===== config.mk =====
export PLATFORM = sky130hd
export DESIGN_NAME = line_key_dispenser
export DESIGN_NICKNAME = d
export VERILOG_FILES = /design/src/rtl/line_key_dispenser.sv
export SDC_FILE = /design/constraint.sdc
export NUM_CORES = 1
export LEC_CHECK = 0
export BUFFER_PORTS_ARGS = -buffer_cell sky130_fd_sc_hd__clkbuf_2
export CAP_MARGIN = 5
export CORE_MARGIN = 4
export CORE_UTILIZATION = 58
export CTS_CLUSTER_DIAMETER = 80
export DETAILED_ROUTE_END_ITERATION = 8
export PLACE_DENSITY = 0.8
export SYNTH_ARGS = -nofsm -noshare
export SYNTH_HDL_FRONTEND = slang
export SYNTH_SLANG_ARGS = --single-unit

===== constraint.sdc =====
create_clock -name clk -period 2.3 [get_ports clk]
set_clock_uncertainty 0.05 [all_clocks]
set_input_delay 0.46 -clock clk [delete_from_list [all_inputs] [get_ports clk]]
set_output_delay 0.46 -clock clk [all_outputs]
set_load 0.02 [all_outputs]

===== src/rtl/line_key_dispenser.sv =====
// rtl/line_key_dispenser.sv - per-line scramble key dispenser fed by a 256-bit DRBG
// Optional underrun_count output enabled by defining LINE_KEY_UNDERRUN_CNT_EN.
module line_key_dispenser #(
   parameter int KEY_WIDTH = 16
) (
   input  logic                 clk,
   input  logic                 reset_n,
   output logic                 init,
   input  logic                 init_ready,
   output logic                 next_bits,
   input  logic                 next_bits_ready,
   input  logic [255:0]         random_bits,
   input  logic                 line_start,
   output logic [KEY_WIDTH-1:0] key_out,
   output logic                 key_valid,
   output logic                 underrun,
`ifdef LINE_KEY_UNDERRUN_CNT_EN
   output logic [15:0]          underrun_count,
`endif
   output logic                 keys_ready
);

   localparam int WORDS = 256 / KEY_WIDTH;
   localparam int IDX_W = (WORDS > 1) ? $clog2(WORDS) : 1;

   typedef enum logic [1:0] {S_INIT, S_REQ, S_ACK, S_IDLE} state_t;

   state_t               state_q, state_d;
   logic                 init_q, init_d;
   logic                 next_bits_q, next_bits_d;
   logic [255:0]         fill_q, fill_d;
   logic                 fill_valid_q, fill_valid_d;
   logic [255:0]         act_q, act_d;
   logic                 act_valid_q, act_valid_d;
   logic [IDX_W-1:0]     index_q, index_d;
   logic [KEY_WIDTH-1:0] key_out_q, key_out_d;
   logic                 key_valid_q, key_valid_d;
   logic                 underrun_q, underrun_d;
   logic [KEY_WIDTH-1:0] key_sel;

   always_comb begin
      key_sel = '0;
      for (int i = 0; i < WORDS; i++) begin
         if (index_q == IDX_W'(i)) key_sel = act_q[i*KEY_WIDTH +: KEY_WIDTH];
      end
   end

   always_comb begin
      state_d      = state_q;
      init_d       = 1'b0;
      next_bits_d  = next_bits_q;
      fill_d       = fill_q;
      fill_valid_d = fill_valid_q;
      act_d        = act_q;
      act_valid_d  = act_valid_q;
      index_d      = index_q;
      key_out_d    = key_out_q;
      key_valid_d  = 1'b0;
      underrun_d   = 1'b0;

      // DRBG handshake: next_bits is raised on entry to S_REQ so it is registered like every output
      case (state_q)
         S_INIT: begin
            init_d = ~init_ready;
            if (init_ready) begin
               state_d     = S_REQ;
               next_bits_d = 1'b1;
            end
         end
         S_REQ: begin
            if (next_bits_ready && !fill_valid_q) begin
               fill_d       = random_bits;
               fill_valid_d = 1'b1;
               next_bits_d  = 1'b0;
               state_d      = S_ACK;
            end else begin
               next_bits_d  = ~fill_valid_q;
            end
         end
         S_ACK: begin
            next_bits_d = 1'b0;
            if (!next_bits_ready) state_d = S_IDLE;
         end
         default: begin
            next_bits_d = 1'b0;
            if (!fill_valid_q) begin
               state_d     = S_REQ;
               next_bits_d = 1'b1;
            end
         end
      endcase

      // A move only happens while active is empty, so a coincident line_start underruns
      if (!act_valid_q && fill_valid_q) begin
         act_d        = fill_q;
         act_valid_d  = 1'b1;
         index_d      = '0;
         fill_valid_d = 1'b0;
      end

      if (line_start) begin
         if (act_valid_q) begin
            key_out_d   = key_sel;
            key_valid_d = 1'b1;
            if (index_q == IDX_W'(WORDS - 1)) begin
               act_valid_d = 1'b0;
               index_d     = '0;
            end else begin
               index_d     = index_q + IDX_W'(1);
            end
         end else begin
            underrun_d = 1'b1;
         end
      end
   end

   always_ff @(posedge clk or negedge reset_n) begin
      if (!reset_n) begin
         state_q      <= S_INIT;
         init_q       <= 1'b0;
         next_bits_q  <= 1'b0;
         fill_q       <= '0;
         fill_valid_q <= 1'b0;
         act_q        <= '0;
         act_valid_q  <= 1'b0;
         index_q      <= '0;
         key_out_q    <= '0;
         key_valid_q  <= 1'b0;
         underrun_q   <= 1'b0;
      end else begin
         state_q      <= state_d;
         init_q       <= init_d;
         next_bits_q  <= next_bits_d;
         fill_q       <= fill_d;
         fill_valid_q <= fill_valid_d;
         act_q        <= act_d;
         act_valid_q  <= act_valid_d;
         index_q      <= index_d;
         key_out_q    <= key_out_d;
         key_valid_q  <= key_valid_d;
         underrun_q   <= underrun_d;
      end
   end

`ifdef LINE_KEY_UNDERRUN_CNT_EN
   logic [15:0] ucnt_q, ucnt_d;

   always_comb begin
      ucnt_d = ucnt_q;
      if (underrun_d && ucnt_q != 16'hFFFF) ucnt_d = ucnt_q + 16'd1;
   end

   always_ff @(posedge clk or negedge reset_n) begin
      if (!reset_n) ucnt_q <= 16'd0;
      else          ucnt_q <= ucnt_d;
   end

   assign underrun_count = ucnt_q;
`endif

   assign init       = init_q;
   assign next_bits  = next_bits_q;
   assign key_out    = key_out_q;
   assign key_valid  = key_valid_q;
   assign underrun   = underrun_q;
   assign keys_ready = act_valid_q;

endmodule

==> reports/qor.txt, run 1 <==
Outcome - finished with violations
Failing checks - negative setup slack
Synth Flop Type - dfrtp_1
Syn avg cell area - 10.7 um^2
Synth top area share - 0.596
Number of synthesized register bits - 540
Setup ws final - -0.0128 ns
Switching Share - 0.332
Synth cell types - 53
Logic pwr share - 0.275
EDFF count, synth - 0
Max Root-Sink Buffers - 3
Asr flop ratio synth - 1.00
Drt drc - 0
MaxCap Viol Count - 0
Measured slew at the worst slew-check pin - 0.748 ns
Leak - 14.2 nW
Worst reg2reg path depth - 8
Switching pwr - 11.4 mW
TritonCTS Buffers - 54
Detailed-route via count - 17600
YS warnings - 0
Ports - 282
Yosys top cell by area - dfrtp_1
Internal power - 22.9 mW
GR Overflow Total - 0
Clock share of power - 0.272
RSZ-0062 raised after global routing - yes
Core Area - 38600 um^2
Clock-pin slew on the worst setup and hold paths - 0.07 ns
Antenna Violating Nets Remaining - 0
Die Y - 206 um
Top cells by count, synth - 804 x nand2_1, 540 x dfrtp_1, 256 x mux2_2, 78 x clkbuf_1, 47 x o21ai_0
Root Buffer - clkbuf_16
Final slew viol count - 0
Worst Path Max Fanout - 14
GPL Wtd Cong - 0.950
DRT Pass-1 Iters - 8
Startpoint Class - flip-flop
Top post-synthesis cells by area - dfrtp_1 60%, nand2_1 13%, mux2_2 13%
CTS H-Tree Depth - 2
Die ar. - 42300 um^2
Sequential share of power - 0.454
Fill count - 2702
Initial Util - 0.586
Diodes inserted - 0
Synthesized cell area - 22700 um^2
Vias/cell - 5.86
Worst EP required - 2.78 ns
Fraction of layout cells with a size suffix above 1 - 0.325
Fin. Hold Viols - 0
CP arrival - 2.79 ns
Clock latency on the worst-skew pair - 0.61 ns
Final min period - 2.31 ns
Global Route Usage Sum - 0.314
Layout Nets - 2715
Mean routed wirelength per cell - 22.0 um
Sink Count - 540
Final period utilization - 1.01
First-pass GRT wire length - 103000 um
CTS tree - yes
Total power - 34.3 mW
Total Wirelength - 66200 um
DRT iter0 DRCs - 1771
Vias in the first global route - 18000
I/O Buffers - 281
Rows - 72
Critical Setup Path Class - reg2reg
Pin count of the biggest net entering global routing - 80
Setup Viol. Count Final - 1
Crit path capture type - flip-flop
Die X - 206 um
Synth Instances - 2124
Max IR drop VDD - 0.771 mV
Area Overhead vs Synth - 21.3%
Upper clock frequency limit - 432 MHz
Syn nets - 2394
Hold crit path type - in2reg
Pwr dens - 1250 nW/um^2
Slew HR - 0.501
Post-DP HPWL - 47400 um
Register area share after synthesis - 0.596
Setup TNS - -0.0128 ns
Antenna violations before repair - 0
Hold path cells - 2
Top-count cell post-synth - nand2_1
==> cell usage in the layout, fill, tap and decap left out, drive strengths merged, types with 2 or more instances in the layout <==
| cell type | instances |
|---|---|
| a32o | 9 |
| dfrtp | 540 |
| or3 | 10 |
| a32oi | 2 |
| o2bb2ai | 6 |
| buf | 120 |
| o21a | 2 |
| a22oi | 12 |
| a311o | 9 |
| o21ai | 51 |
| clkinvlp | 6 |
| clkinv | 15 |
| inv | 17 |
| clkbuf | 354 |
| o221ai | 22 |
| a31o | 2 |
| mux2 | 256 |
| nand2b | 15 |
| a221oi | 41 |
| o311ai | 9 |
| nand2 | 806 |
| nand3 | 5 |
| ha | 9 |
| nor2 | 29 |
| nand3b | 8 |
| nor3 | 16 |
| a221o | 4 |
| o221a | 10 |
| a21oi | 33 |
| bufinv | 6 |
| o211ai | 5 |
| nor2b | 8 |
| and3 | 3 |
| o22ai | 34 |
==> layout make-up <==
class | count | area [um^2] | area share
Timing Repair inverter | 1 | 7.51 | 0.000273
Timing Repair Buffer | 401 | 2600 | 0.0945
Clock buffer | 74 | 1600 | 0.0582
Sequential cell | 540 | 13500 | 0.491
Inverter | 18 | 81.3 | 0.00296
Clock inverter | 25 | 304 | 0.0111
Multi-Input combinational cell | 1429 | 8740 | 0.318
Tap cell | 518 | 648 | 0.0236
==> worst max-delay path: stages, from the launching register on <==
cell and delay, ns:
dfrtp_1 0.44, ha_1 0.26, buf_6 0.17, or3_4 0.36, buf_4 0.19, a221oi_4 0.29, o221a_2 0.25, nor3_2 0.06
o22ai_1 0.16
==> through the flow <==
step	util	setup WS, ns	cells	hold WS, ns	area [um^2]
6_report	0.711	-0.0128	3006	0.0375	27500
5_1_grt	0.711	-0.0289	3006	0.0305	27500
4_1_cts	0.707	0.00478	3005	0.0129	27300
3_5_place_dp	0.654	-0.236	2904	0.393	25300
3_3_place_gp	0.654	-0.198	2904	0.391	25300
2_1_floorplan	-	0.213	2124	0.114	22700
==> metal layers <==
layer	part of all wire	global-route usage	up-vias
li1	-	-	7847
met1	0.43	0.462	8914
met2	0.47	0.494	734
met3	0.072	0.0455	116
met4	0.025	0.0914	0
met5	0	0.00238	-
==> registers in the layout (all words and copies together) (netlist names) <==
signal        flops
state_q           2
fill_q          256
index_q           4
act_q           256
key_out          16
keys_ready        1
next_bits         1
init              1
underrun          1
key_valid         1
fill_valid_q      1
==> path summary, 6_finish.rpt <==
path,from,end,slack (ns)
setup / recovery,index_q[0]$_DFF_PN0_,key_out[0]$_DFFE_PN0P_,-0.01
hold / removal,random_bits[228],fill_q[228]$_DFFE_PN0P_,0.04
setup reg to reg,index_q[0]$_DFF_PN0_,key_out[0]$_DFFE_PN0P_,-0.01
hold reg to reg,fill_q[176]$_DFFE_PN0P_,act_q[176]$_DFFE_PN0P_,0.40
max in group asynchronous,reset_n,next_bits$_DFFE_PN0N_,0.97
min in group asynchronous,reset_n,fill_q[43]$_DFFE_PN0P_,0.37
==> what timing repair did <==
action,4_1_cts,5_1_grt
gates cloned,1,0
buffers inserted,0,1
endpoints found under the hold margin,28,0
gates resized for setup,25,42
pin swaps,1,12
hold buffers,1,0
setup endpoints to repair,16,16
==> power by group through the flow <==
| stage | logic (mW) | clock network, mW | registers, mW |
|---|---|---|---|
| after floorplan | 5.91 | 0 | 14.4 |
| after global placement | 8.40 | 0 | 15.5 |
| after detailed placement | 8.73 | 0 | 15.5 |
| after CTS | 9.08 | 9.40 | 15.4 |
| after global routing | 10.3 | 9.81 | 15.8 |
| final | 9.42 | 9.31 | 15.6 |
==> kinds of logic after synthesis <==
logic type	Yosys count	share of synthesized area
simple gates	904	0.158
flops	540	0.596
mux	257	0.128
compound gates	259	0.0836
fa+ha+maj	9	0.00497
buf+inv	155	0.0296
Note: power is estimated with default switching activity, not from simulation.
==> inputs of run 2 (changes only) <==
--- a/config.mk
+++ b/config.mk
@@ -12,6 +12,7 @@
 export CTS_CLUSTER_DIAMETER = 80
 export DETAILED_ROUTE_END_ITERATION = 8
 export PLACE_DENSITY = 0.8
+export SKIP_LAST_GASP = 1
 export SYNTH_ARGS = -nofsm -noshare
 export SYNTH_HDL_FRONTEND = slang
 export SYNTH_SLANG_ARGS = --single-unit
==> constraint.sdc (replaced) <==
create_clock -name clk -period 2.3 [get_ports clk]
set_clock_uncertainty 0.05 [all_clocks]
set_input_delay 0.115 -clock clk [delete_from_list [all_inputs] [get_ports clk]]
set_output_delay 0.115 -clock clk [all_outputs]
set_load 0.02 [all_outputs]
==> run 2 against run 1 <==
  * The flow now finishes without violations
  * Maximum frequency up 1.4%
  * Sequential share of layout area down 4.1 points
  * Via count up 9.0%
  * Clock power down 0.6%
  * Global-route usage up 4.7 points
  * Total power up 2.4%
  * Routed wire length up 16%
  * Core utilization up 6.5 points
  * Combinational power up 8%
  * Hold slack better by 0.025 ns
  * Count of clock-buffer cells in the layout up 5
  * Critical path type unchanged
==> reports/qor.txt, run 2 (synthesized netlist as in run 1, its figures left out) <==
Global Route Usage Sum - 0.362
Pwr dens - 1170 nW/um^2
CTS H-Tree Depth - 2
Startpoint Class - flip-flop
Total power - 35.1 mW
Clock latency on the worst-skew pair - 0.62 ns
Clock-pin slew on the worst setup and hold paths - 0.07 ns
Ports - 282
CP arrival - 2.71 ns
Logic pwr share - 0.290
Rows - 72
Final min period - 2.28 ns
FF-to-FF End - key_out[3]$_DFFE_PN0P_
MaxCap Viol Count - 0
RSZ-0062 raised after global routing - yes
Core Area - 38600 um^2
Detailed-route via count - 19200
Die Y - 206 um
Util after Layout - 0.777
Measured slew at the worst slew-check pin - 0.800 ns
Max Root-Sink Buffers - 3
Initial Util - 0.586
CP max stage delay - 0.43 ns
Clock share of power - 0.263
Most common cell after layout, fill and taps aside - nand2_1
Hold crit path type - in2async
TritonCTS Buffers - 53
Post-DP HPWL - 46900 um
Area Overhead vs Synth - 32.5%
Setup Viol. Count Final - 0
Die X - 206 um
Pin count of the biggest net entering global routing - 127
CP Buf/Inv Count - 1
Placed Cells incl. Taps - 2888
CTS tree - yes
Worst EP required - 2.73 ns
Most frequent cells in the layout - 803 x nand2_1, 538 x dfrtp_1, 280 x clkbuf_2, 261 x dlygate4sd3_1, 256 x mux2_2
RR Startpoint - index_q[0]$_DFF_PN0_
DRT iter0 DRCs - 1993
Total Wirelength - 76600 um
GR Overflow Total - 0
CP top delay family - compound AO/OA/AOI/OAI gates
Sink Count - 540
Final slew viol count - 0
Die ar. - 42300 um^2
Fin. Hold Viols - 0
Upper clock frequency limit - 438 MHz
Vias/cell - 5.89
Mean routed wirelength per cell - 23.5 um
Final period utilization - 0.992
Critical-path top delay cell - dfrtp_2
Reg2reg setup slack - 0.02 ns
Fraction of layout cells with a size suffix above 1 - 0.292
Critical Setup Path Class - reg2reg
Antenna violations before repair - 4
Crit path capture type - flip-flop
Switching Share - 0.344
Max IR drop VDD - 0.655 mV
Slew HR - 0.466
GPL Wtd Cong - 0.939
Finished Layout Cells - 3258
Outcome - finished clean
Internal power - 23.0 mW
Switching pwr - 12.1 mW
First-pass GRT wire length - 117000 um
Sequential share of power - 0.447
DRT Pass-1 Iters - 6
Layout Nets - 2961
Worst hold margin - 0.0623 ns
Leak - 15.2 nW
Drt drc - 0
Vias in the first global route - 20300
Fill count - 2316
Worst reg2reg path depth - 7
I/O Buffers - 281
Crit-path cells - inv_1 -> ha_2 -> nor2b_4 -> a221oi_1 -> o221ai_1 -> a221oi_2 -> o22ai_1
Antenna Violating Nets Remaining - 0
Worst Path Max Fanout - 11
Root Buffer - clkbuf_16
[run 2: metal layers]
| layer | vias up | global-route usage | share of wire |
|---|---|---|---|
| met3 | 230 | 0.0588 | 0.074 |
| met5 | - | 0 | 0 |
| li1 | 8346 | - | - |
| met2 | 1013 | 0.603 | 0.49 |
| met4 | 0 | 0.146 | 0.044 |
| met1 | 9604 | 0.479 | 0.39 |
[run 2: power by group through the flow]
stage / Combinational, mW / Clock [mW] / Sequential, mW
after CTS: 9.51 / 9.19 / 15.4
after detailed placement: 8.80 / 0 / 15.5
after floorplan: 5.91 / 0 / 14.4
final: 10.2 / 9.25 / 15.7
after global placement: 8.46 / 0 / 15.4
after global routing: 10.9 / 9.67 / 15.9
[run 2: cell type report]
type / instances / area [um^2] / area share
multi-input cells: 1429 / 8730 / 0.291
diodes: 4 / 10.0 / 0.000333
well taps: 518 / 648 / 0.0216
clock buffers: 79 / 1600 / 0.0534
inverters: 18 / 76.3 / 0.00254
flip-flops and latches: 540 / 13500 / 0.450
repair buffers: 648 / 5180 / 0.172
clock inverters: 21 / 253 / 0.00842
repair inverters: 1 / 7.51 / 0.000250
[run 2: how the worst max path moves through the flow]
stage,from,depth (start not counted),endpoint
4_1_cts,index_q[0]$_DFF_PN0_,8,key_out[11]$_DFFE_PN0P_
3_3_place_gp,index_q[0]$_DFF_PN0_,8,key_out[11]$_DFFE_PN0P_
2_1_floorplan,index_q[0]$_DFF_PN0_,11,key_out[14]$_DFFE_PN0P_
3_5_place_dp,index_q[0]$_DFF_PN0_,8,key_out[11]$_DFFE_PN0P_
5_1_grt,index_q[0]$_DFF_PN0_,8,key_out[6]$_DFFE_PN0P_
6_report,index_q[0]$_DFF_PN0_,7,key_out[3]$_DFFE_PN0P_
[run 2: worst register-to-register path: cells and delay by family (launching register included)]
| kind | cells | cell delay (ns) |
|---|---|---|
| AOI/OAI and AO/OA | 4 | 1.13 |
| DFF | 1 | 0.43 |
| adders and majority gates | 1 | 0.23 |
| and+or+nand+nor | 1 | 0.18 |
| buffers and inverters | 1 | 0.13 |
[run 2: metrics by stage]
step | worst slack (ns) | cell area [um^2] | TNS [ns]
finish | 0.0192 | 30000 | 0
global route | -0.0408 | 30000 | -0.125
CTS | -0.0607 | 29800 | -0.326
detailed placement | -0.251 | 25200 | -2.15
global placement | -0.176 | 25200 | -1.08
floorplan | 0.213 | 22700 | 0
[run 2: timing repair]
item / 4_1_cts / 5_1_grt
hold buffers: 262 / 0
pin swaps: 0 / 8
endpoints found under the hold margin: 802 / 0
setup buffers: 0 / 2
resized for setup: 18 / 45
cloned: 2 / 0
setup endpoints to repair: 16 / 16
